File: src/rtl/md_pkg.sv
// Shared encodings for the iterative multiply/divide unit: op codes, FSM states
// and the default datapath width.
package md_pkg;

  localparam int DATA_W_DEF = 32;

  localparam logic [2:0] OP_MULT  = 3'b000;
  localparam logic [2:0] OP_MULTU = 3'b001;
  localparam logic [2:0] OP_DIV   = 3'b010;
  localparam logic [2:0] OP_DIVU  = 3'b011;
  localparam logic [2:0] OP_MTHI  = 3'b100;
  localparam logic [2:0] OP_MTLO  = 3'b101;

  localparam logic [1:0] ST_IDLE = 2'd0;
  localparam logic [1:0] ST_PREP = 2'd1;
  localparam logic [1:0] ST_CALC = 2'd2;
  localparam logic [1:0] ST_FIX  = 2'd3;

endpackage

File: src/rtl/md_iter_core.sv
// Unsigned one-bit-per-step datapath: right-shifting shift-add multiply and
// left-shifting restoring divide, sharing the {acc, mq} register pair.
module md_iter_core
  import md_pkg::*;
#(
  parameter int DATA_W = DATA_W_DEF
) (
  input  logic              clk,
  input  logic              rst_n,
  input  logic              load,
  input  logic              step,
  input  logic              is_div,
  input  logic [DATA_W-1:0] mq_init,
  input  logic [DATA_W-1:0] b_init,
  output logic [DATA_W-1:0] acc,
  output logic [DATA_W-1:0] mq,
  output logic              last
);

  localparam int CW = $clog2(DATA_W);

  logic [DATA_W-1:0] b_reg;
  logic [CW-1:0]     cnt;
  logic [DATA_W:0]   add_sum;
  logic [DATA_W:0]   shifted;
  logic [DATA_W-1:0] diff;
  logic              fits;

  // mq holds the multiplier (mul) or the dividend bits still to shift in (div).
  always_comb begin
    add_sum = {1'b0, acc} + (mq[0] ? {1'b0, b_reg} : '0);
    shifted = {acc, mq[DATA_W-1]};
    fits    = shifted >= {1'b0, b_reg};
    diff    = shifted[DATA_W-1:0] - b_reg;
  end

  assign last = (cnt == CW'(DATA_W - 1));

  // NOTE: sequential state uses non-blocking assignments so every register
  // samples the pre-edge values regardless of statement order.
  always_ff @(posedge clk or negedge rst_n) begin
    if (!rst_n) begin
      acc   <= '0;
      mq    <= '0;
      b_reg <= '0;
      cnt   <= '0;
    end else if (load) begin
      acc   <= '0;
      mq    <= mq_init;
      b_reg <= b_init;
      cnt   <= '0;
    end else if (step) begin
      cnt <= cnt + 1'b1;
      if (is_div) begin
        acc <= fits ? diff : shifted[DATA_W-1:0];
        mq  <= {mq[DATA_W-2:0], fits};
      end else begin
        {acc, mq} <= {add_sum, mq[DATA_W-1:1]};
      end
    end
  end

endmodule

File: src/rtl/muldiv_unit.sv
// HI/LO multiply/divide unit: FSM, operand sign handling, HI/LO registers and
// the busy/done handshake around the iterative core.
module muldiv_unit
  import md_pkg::*;
#(
  parameter int DATA_W = DATA_W_DEF
) (
  input  logic              clk,
  input  logic              rst_n,
  input  logic              MD_start,
  input  logic [2:0]        MD_op,
  input  logic [DATA_W-1:0] MD_data_in1,
  input  logic [DATA_W-1:0] MD_data_in2,
  input  logic              MD_flush,
  output logic              MD_busy,
  output logic              MD_done,
  output logic [DATA_W-1:0] MD_hi,
  output logic [DATA_W-1:0] MD_lo
);

  logic [1:0]        state;
  logic              op_div, op_signed, neg_q, neg_r;
  logic [DATA_W-1:0] op_a, op_b, hi_r, lo_r;
  logic              done_r;

  logic              s1, s2;
  logic [DATA_W-1:0] mag_a, mag_b;
  logic [DATA_W-1:0] acc, mq;
  logic              last;
  logic [2*DATA_W-1:0] prod, prod_fix;
  logic [DATA_W-1:0] quo_fix, rem_fix;

  always_comb begin
    s1       = op_signed & op_a[DATA_W-1];
    s2       = op_signed & op_b[DATA_W-1];
    mag_a    = s1 ? -op_a : op_a;
    mag_b    = s2 ? -op_b : op_b;
    prod     = {acc, mq};
    prod_fix = neg_q ? -prod : prod;
    quo_fix  = neg_q ? -mq : mq;
    rem_fix  = neg_r ? -acc : acc;
  end

  md_iter_core #(.DATA_W(DATA_W)) u_core (
    .clk     (clk),
    .rst_n   (rst_n),
    .load    (state == ST_PREP),
    .step    ((state == ST_CALC) && !MD_flush),
    .is_div  (op_div),
    .mq_init (op_div ? mag_a : mag_b),
    .b_init  (op_div ? mag_b : mag_a),
    .acc     (acc),
    .mq      (mq),
    .last    (last)
  );

  always_ff @(posedge clk or negedge rst_n) begin
    if (!rst_n) begin
      state     <= ST_IDLE;
      op_div    <= 1'b0;
      op_signed <= 1'b0;
      op_a      <= '0;
      op_b      <= '0;
      neg_q     <= 1'b0;
      neg_r     <= 1'b0;
      hi_r      <= '0;
      lo_r      <= '0;
      done_r    <= 1'b0;
    end else begin
      done_r <= 1'b0;
      if (MD_flush && state != ST_IDLE) begin
        state <= ST_IDLE;
      end else begin
        case (state)
          ST_IDLE: begin
            // A flush in the same cycle cancels the request.
            if (MD_start && !MD_flush) begin
              if (MD_op == OP_MTHI) begin
                hi_r <= MD_data_in1;
              end else if (MD_op == OP_MTLO) begin
                lo_r <= MD_data_in1;
              end else if (!MD_op[2]) begin
                op_div    <= MD_op[1];
                op_signed <= ~MD_op[0];
                op_a      <= MD_data_in1;
                op_b      <= MD_data_in2;
                state     <= ST_PREP;
              end
            end
          end
          ST_PREP: begin
            neg_q <= s1 ^ s2;
            neg_r <= s1;
            state <= ST_CALC;
          end
          ST_CALC: begin
            if (last) state <= ST_FIX;
          end
          default: begin
            if (!op_div) begin
              {hi_r, lo_r} <= prod_fix;
            end else if (op_b == '0) begin
              hi_r <= op_a;
              lo_r <= '1;
            end else begin
              hi_r <= rem_fix;
              lo_r <= quo_fix;
            end
            done_r <= 1'b1;
            state  <= ST_IDLE;
          end
        endcase
      end
    end
  end

  assign MD_busy = (state != ST_IDLE);
  assign MD_done = done_r;
  assign MD_hi   = hi_r;
  assign MD_lo   = lo_r;

endmodule

File: config.mk
export PLATFORM = sky130hd
export DESIGN_NAME = muldiv_unit
export DESIGN_NICKNAME = d
export VERILOG_FILES = /design/src/rtl/md_pkg.sv /design/src/rtl/md_iter_core.sv /design/src/rtl/muldiv_unit.sv
export SDC_FILE = /design/constraint.sdc
export NUM_CORES = 1
export LEC_CHECK = 0
export CORE_MARGIN = 10
export CORE_UTILIZATION = 49
export DETAILED_ROUTE_END_ITERATION = 10
export GPL_ROUTABILITY_DRIVEN = 0
export PLACE_DENSITY = 0.68
export SLEW_MARGIN = 20
export SYNTH_ARGS = -nofsm -noshare
export SYNTH_HDL_FRONTEND = slang
export SYNTH_HIERARCHICAL = 1
export SYNTH_SLANG_ARGS = --single-unit
File: constraint.sdc
create_clock -name clk -period 6.9 [get_ports clk]
set_input_delay 1.38 -clock clk [delete_from_list [all_inputs] [get_ports clk]]
set_output_delay 1.38 -clock clk [all_outputs]
set_load 0.005 [all_outputs]
==> results.sh, run 1 <==
export IMPL_power_density_nw_per_um2=611
export IMPL_ys_ff_latch=236
export IMPL_start_kind="flip-flop"
export IMPL_clock_path_buffers=3
export IMPL_cp_max_fo=21
export IMPL_drt_wl_total_mm=67.2
export IMPL_synth_distinct_cells=89
export IMPL_dieArea_um2=46300
export IMPL_max_freq_mhz=229
export IMPL_setup_viol=0
export IMPL_row_count=71
export IMPL_antenna_found_initial=0
export IMPL_cp_required_ns=7.37
export IMPL_syn_num_nets=2377
export IMPL_root_buffer="clkbuf_16"
export IMPL_area_growth_synth_to_final_pct=14.5
export IMPL_hold_viol=0
export IMPL_min_period_ns=4.37
export IMPL_drt_iter0_markers=2196
export IMPL_synthCells=2230
export IMPL_final_cell_mix="245 x nand2_1, 234 x dfrtp_1, 233 x o21ai_0"
export IMPL_worst_pin_slew_ns=1.08
export IMPL_drtPass1Iterations=7
export IMPL_core_area_um2=37600
export IMPL_critical_path_arrival_ns=4.83
export IMPL_ys_flop_type="dfrtp_1"
export IMPL_rsz0062_at_grt="no"
export IMPL_hold_class="reg2reg"
export IMPL_synth_seq_area_share=0.316
export IMPL_final_setup_tns_ns=0
export IMPL_synth_edf_count=0
export IMPL_post_cts_buffers=0
export IMPL_vdd_drop_max_uv=311
export IMPL_yosysWarnings=6
export IMPL_grt_pass1_vias=17100
export IMPL_cts_made_buffers=29
export IMPL_leakagePower_uw=0.00890
export IMPL_ant_nets=0
export IMPL_start_util=0.497
export IMPL_vias_per_cell=6.44
export IMPL_drv_cap=0
export IMPL_grt_pass1_wl_mm=103
export IMPL_cts_clk_slew_worst_paths_ns=0.06
export IMPL_drv_slew=0
export IMPL_hold_buffers=0
export IMPL_slew_headroom=0.277
export IMPL_dpl_hpwl_mm=50.2
export IMPL_drcViolationCount=0
export IMPL_outcome="finished, final reports clean"
export IMPL_skew_ns=0.0129
export IMPL_post_route_period_util=0.633
export IMPL_wl_per_cell_um=23.8
export IMPL_ctsResizeCount=0
export IMPL_layout_commonest_cell="nand2_1"
export IMPL_clk_latency_ns=0.58
export IMPL_fillers=3408
export IMPL_grt_overflow=0
export IMPL_layout_drive_gt1_share=0.0793
export IMPL_crit_type="reg2reg"
export IMPL_whs_ns=0.477
export IMPL_numPortBuffers=136
export IMPL_antenna_cells=0
export IMPL_grt_start_max_net_pins=121
export IMPL_track_usage=0.277
export IMPL_avgSynthCellArea_um2=8.37
export IMPL_io_pins=137
export IMPL_cts_tree="yes"
export IMPL_critPathCaptureType="flip-flop"
export IMPL_cts_sinks=236
export IMPL_nets=2434
export IMPL_die_w_um=215
export IMPL_vias=18200
export IMPL_synthArstFlopShare=1.00
export IMPL_syn_area_um2=18700
export IMPL_die_h_um=215
export IMPL_htreeDepth=1
synthesized netlist by cell type, types with 14 or more instances:
master,count,area share
nand2_1,245,0.049
dfrtp_1,236,0.32
o21ai_0,233,0.062
nor2_1,170,0.034
a21oi_1,143,0.038
clkbuf_1,105,0.021
mux2i_1,103,0.055
xnor2_1,100,0.047
xor2_1,87,0.041
ha_1,74,0.050
inv_1,68,0.014
mux2_2,64,0.039
nor3_1,42,0.011
nand3_1,38,0.010
and2_1,35,0.012
o31ai_1,35,0.014
nor4_1,29,0.0097
a21o_1,28,0.011
o22ai_1,24,0.0080
nand4_1,22,0.0074
o41ai_1,22,0.010
o211ai_1,21,0.0084
a211oi_1,20,0.0080
or4_1,19,0.0076
or3_1,17,0.0057
buf_1,16,0.0032
nand2b_1,16,0.0054
a31oi_1,15,0.0050
and3_1,15,0.0050
a221oi_1,14,0.0066
final cells by class:
cell class / count / area (µm²) / area share
Multi-Input combinational cell: 1792 / 12000 / 0.561
Sequential cell: 236 / 5910 / 0.277
Timing Repair Buffer: 159 / 1550 / 0.0726
Clock buffer: 43 / 848 / 0.0397
Tap cell: 511 / 639 / 0.0299
Inverter: 69 / 259 / 0.0121
Clock inverter: 10 / 166 / 0.00779
worst max-delay path: stages (launching register included):
cell and delay, ns:
dfrtp_1 0.42, inv_1 0.13, ha_1 0.17, nor3b_1 0.57, nand3_1 0.32, nor4_2 0.99
nand2_1 0.38, nand2_1 0.71, nor2_1 0.25, a221oi_1 0.32
per-stage QoR:
| stage | setup slack [ns] | util | power (µW) | std cells | instance area (µm²) |
|---|---|---|---|---|---|
| 2_1_floorplan | 3.62 | - | 8470 | 2230 | 18700 |
| 3_3_place_gp | 2.68 | 0.542 | 11000 | 2767 | 20300 |
| 3_5_place_dp | 2.61 | 0.542 | 11100 | 2767 | 20300 |
| 4_1_cts | 2.62 | 0.569 | 12800 | 2820 | 21400 |
| 5_1_grt | 2.29 | 0.569 | 13800 | 2820 | 21400 |
| 6_report | 2.53 | 0.569 | 13000 | 2820 | 21400 |
path summary, 6_finish.rpt:
path	start	endpoint	slack (ns)	depth (start not counted)
min in group asynchronous	rst_n	u_core/acc[31]	0.92	1
hold reg to reg	MD_lo[0]	MD_lo[0]	0.48	1
setup reg to reg	op_b[0]	MD_lo[23]	2.53	9
max in group asynchronous	rst_n	op_b[4]	4.76	2
hold / removal	MD_lo[0]	MD_lo[0]	0.48	1
setup / recovery	op_b[0]	MD_lo[23]	2.53	9
report_power, final:
group / switching, µW / internal [µW]
clock network: 627 / 997
registers: 1160 / 2030
logic: 4980 / 3250
layer usage:
layer / global-route usage / vias up / wire, µm
li1: - / 8242 / -
met1: 0.374 / 8710 / 27600
met2: 0.424 / 1015 / 29700
met3: 0.0521 / 183 / 6890
met4: 0.118 / 0 / 3030
met5: 0 / - / 0
logic make-up (layout without fill, tap and decap cells):
group           after synthesis  after routing  share of synthesized area
compound gates              660            660                      0.225
simple gates                697            697                      0.179
flops                       236            236                      0.316
fa+ha+maj                    76             76                     0.0518
buf+inv                     202            281                     0.0431
xor+xnor                    187            187                     0.0878
mux                         172            172                     0.0969
No activity file was read; power rests on OpenSTA's default activity.
==> run 2: changes to the inputs <==
Settings changed: PLACE_DENSITY 0.68 to 0.7.
Clock period 6.9 ns to 3.55 ns, I/O delays scaled along.
==> run 2 against run 1 <==
- core utilization grew 1.7 points
- wire length is 2.9% higher
- via count is 4.2% higher
- worst setup slack got worse by 2.4 ns
- maximum frequency up 28%
- sequential power grew 80%
- largest power group unchanged
- clock power rose by 85%
==> results.sh, run 2 (synthesis gave the netlist of run 1 again) <==
export IMPL_multiInputGateArea_um2=12000
export IMPL_rsz0062_at_grt="no"
export IMPL_setup_viol=0
export IMPL_slew_headroom=0.406
export IMPL_worst_pin_slew_ns=0.891
export IMPL_root_buffer="clkbuf_16"
export IMPL_skew_ns=0.0187
export IMPL_drv_slew=0
export IMPL_leakagePower_uw=0.00932
export IMPL_clock_path_buffers=3
export IMPL_grt_overflow=0
export IMPL_layout_drive_gt1_share=0.112
export IMPL_crit_type="reg2reg"
export IMPL_clk_latency_ns=0.57
export IMPL_cts_made_buffers=28
export IMPL_grtUsageMet3=0.0600
export IMPL_start_util=0.497
export IMPL_hold_class="in2async"
export IMPL_cts_tree="yes"
export IMPL_grt_pass1_vias=17800
export IMPL_critPathCaptureType="flip-flop"
export IMPL_drt_wl_total_mm=69.2
export IMPL_cp_max_fo=15
export IMPL_whs_ns=0.0887
export IMPL_critical_path_arrival_ns=3.87
export IMPL_vias_per_cell=6.53
export IMPL_use_met2=0.437
export IMPL_power_density_nw_per_um2=1190
export IMPL_start_kind="flip-flop"
export IMPL_numPortBuffers=136
export IMPL_final_setup_tns_ns=0
export IMPL_hold_buffers=0
export IMPL_cts_sinks=236
export IMPL_fillers=3318
export IMPL_area_growth_synth_to_final_pct=17.9
export IMPL_busiest_layer="met2"
export IMPL_drv_cap=0
export IMPL_core_area_um2=37600
export IMPL_post_route_period_util=0.958
export IMPL_regArea_um2=5910
export IMPL_wl_per_cell_um=23.9
export IMPL_htreeDepth=1
export IMPL_max_freq_mhz=294
export IMPL_met1_usage=0.381
export IMPL_cp_required_ns=4.02
export IMPL_drcViolationCount=0
export IMPL_nets=2511
export IMPL_drt_iter0_markers=2381
export IMPL_ant_nets=0
export IMPL_dieArea_um2=46300
export IMPL_hold_viol=0
export IMPL_vdd_drop_max_uv=516
export IMPL_grt_pass1_wl_mm=105
export IMPL_outcome="finished, final reports clean"
export IMPL_vias=18900
export IMPL_min_period_ns=3.40
export IMPL_die_h_um=215
export IMPL_dpl_hpwl_mm=52.4
export IMPL_die_w_um=215
export IMPL_io_pins=137
export IMPL_cts_clk_slew_worst_paths_ns=0.06
export IMPL_row_count=71
export IMPL_layout_commonest_cell="nand2_1"
export IMPL_final_cell_mix="245 x nand2_1, 234 x dfrtp_1, 232 x o21ai_0"
export IMPL_grt_start_max_net_pins=126
export IMPL_track_usage=0.284
export IMPL_antenna_found_initial=2
export IMPL_drtPass1Iterations=6
-- run 2: cell types whose count changed in the layout (fill, tap and decap cells not counted), sizes merged --
cell,delta
clkinv,+2
buf,+78
bufinv,-2
diode,+2
clkinvlp,-1
clkbuf,-1
inv,-1
-- run 2: final cells by class --
class,count,share of cell area
timing repair buffer,237,0.100
tap,511,0.0291
inverter,69,0.0118
clock buffer,42,0.0388
multi-input combinational,1792,0.547
sequential,236,0.269
antenna,2,0.000228
clock inverter,8,0.00438
-- run 2: worst paths after layout --
path	startpoint	end	slack, ns	cells after the start
min reg2reg	MD_lo[17]	MD_lo[17]	0.47	2
min	rst_n	u_core/cnt[1]	0.09	1
max reg2reg	u_core/mq[0]	u_core/acc[27]	0.15	13
max in group asynchronous	rst_n	u_core/b_reg[10]	2.53	2
max	u_core/mq[0]	u_core/acc[27]	0.15	13
min in group clk	MD_lo[17]	MD_lo[17]	0.47	2
-- run 2: metal layers --
metal / vias to the layer above / share of wire
li1: 8382 / -
met1: 9158 / 0.40
met2: 1139 / 0.44
met3: 226 / 0.11
met4: 0 / 0.046
met5: - / 0
-- run 2: critical path, cell delays in order, from the launching register on --
cell and delay, ns:
dfrtp_1 0.43, buf_4 0.21, and2_1 0.17, ha_1 0.33
o21a_1 0.21, o31a_1 0.13, o311a_1 0.34, a41oi_2 0.32
o31ai_2 0.13, a21o_1 0.22, a31o_2 0.28, xnor2_1 0.12
a21o_1 0.18, o32ai_1 0.24
-- run 2: repair_timing --
item,4_1_cts,5_1_grt
endpoints found under the setup margin,1,13
endpoints found under the hold margin,0,0
pin swaps,1,1
buffers inserted,0,1
gates resized for setup,0,10
-- run 2: metrics by stage --
| step | total power (µW) | instance area (µm²) | setup slack (ns) | utilization | cells |
|---|---|---|---|---|---|
| 6_report | 26200 | 22000 | 0.148 | 0.585 | 2897 |
| 5_1_grt | 27700 | 22000 | 0.0000955 | 0.585 | 2895 |
| 4_1_cts | 25500 | 21900 | 0.00507 | 0.584 | 2894 |
| 3_5_place_dp | 22400 | 21000 | 0.0204 | 0.559 | 2844 |
| 3_3_place_gp | 22000 | 21000 | 0.0801 | 0.559 | 2844 |
| 2_1_floorplan | 16500 | 18700 | 0.268 | - | 2230 |
-- run 2: report_power, final --
group	internal (µW)	switching, µW	total, µW	leakage (µW)
Sequential	3960	1780	5740	0.00296
Combinational	7000	10400	17400	0.00589
Clock	1790	1200	3000	0.000469
Total	12800	13400	26200	0.00932
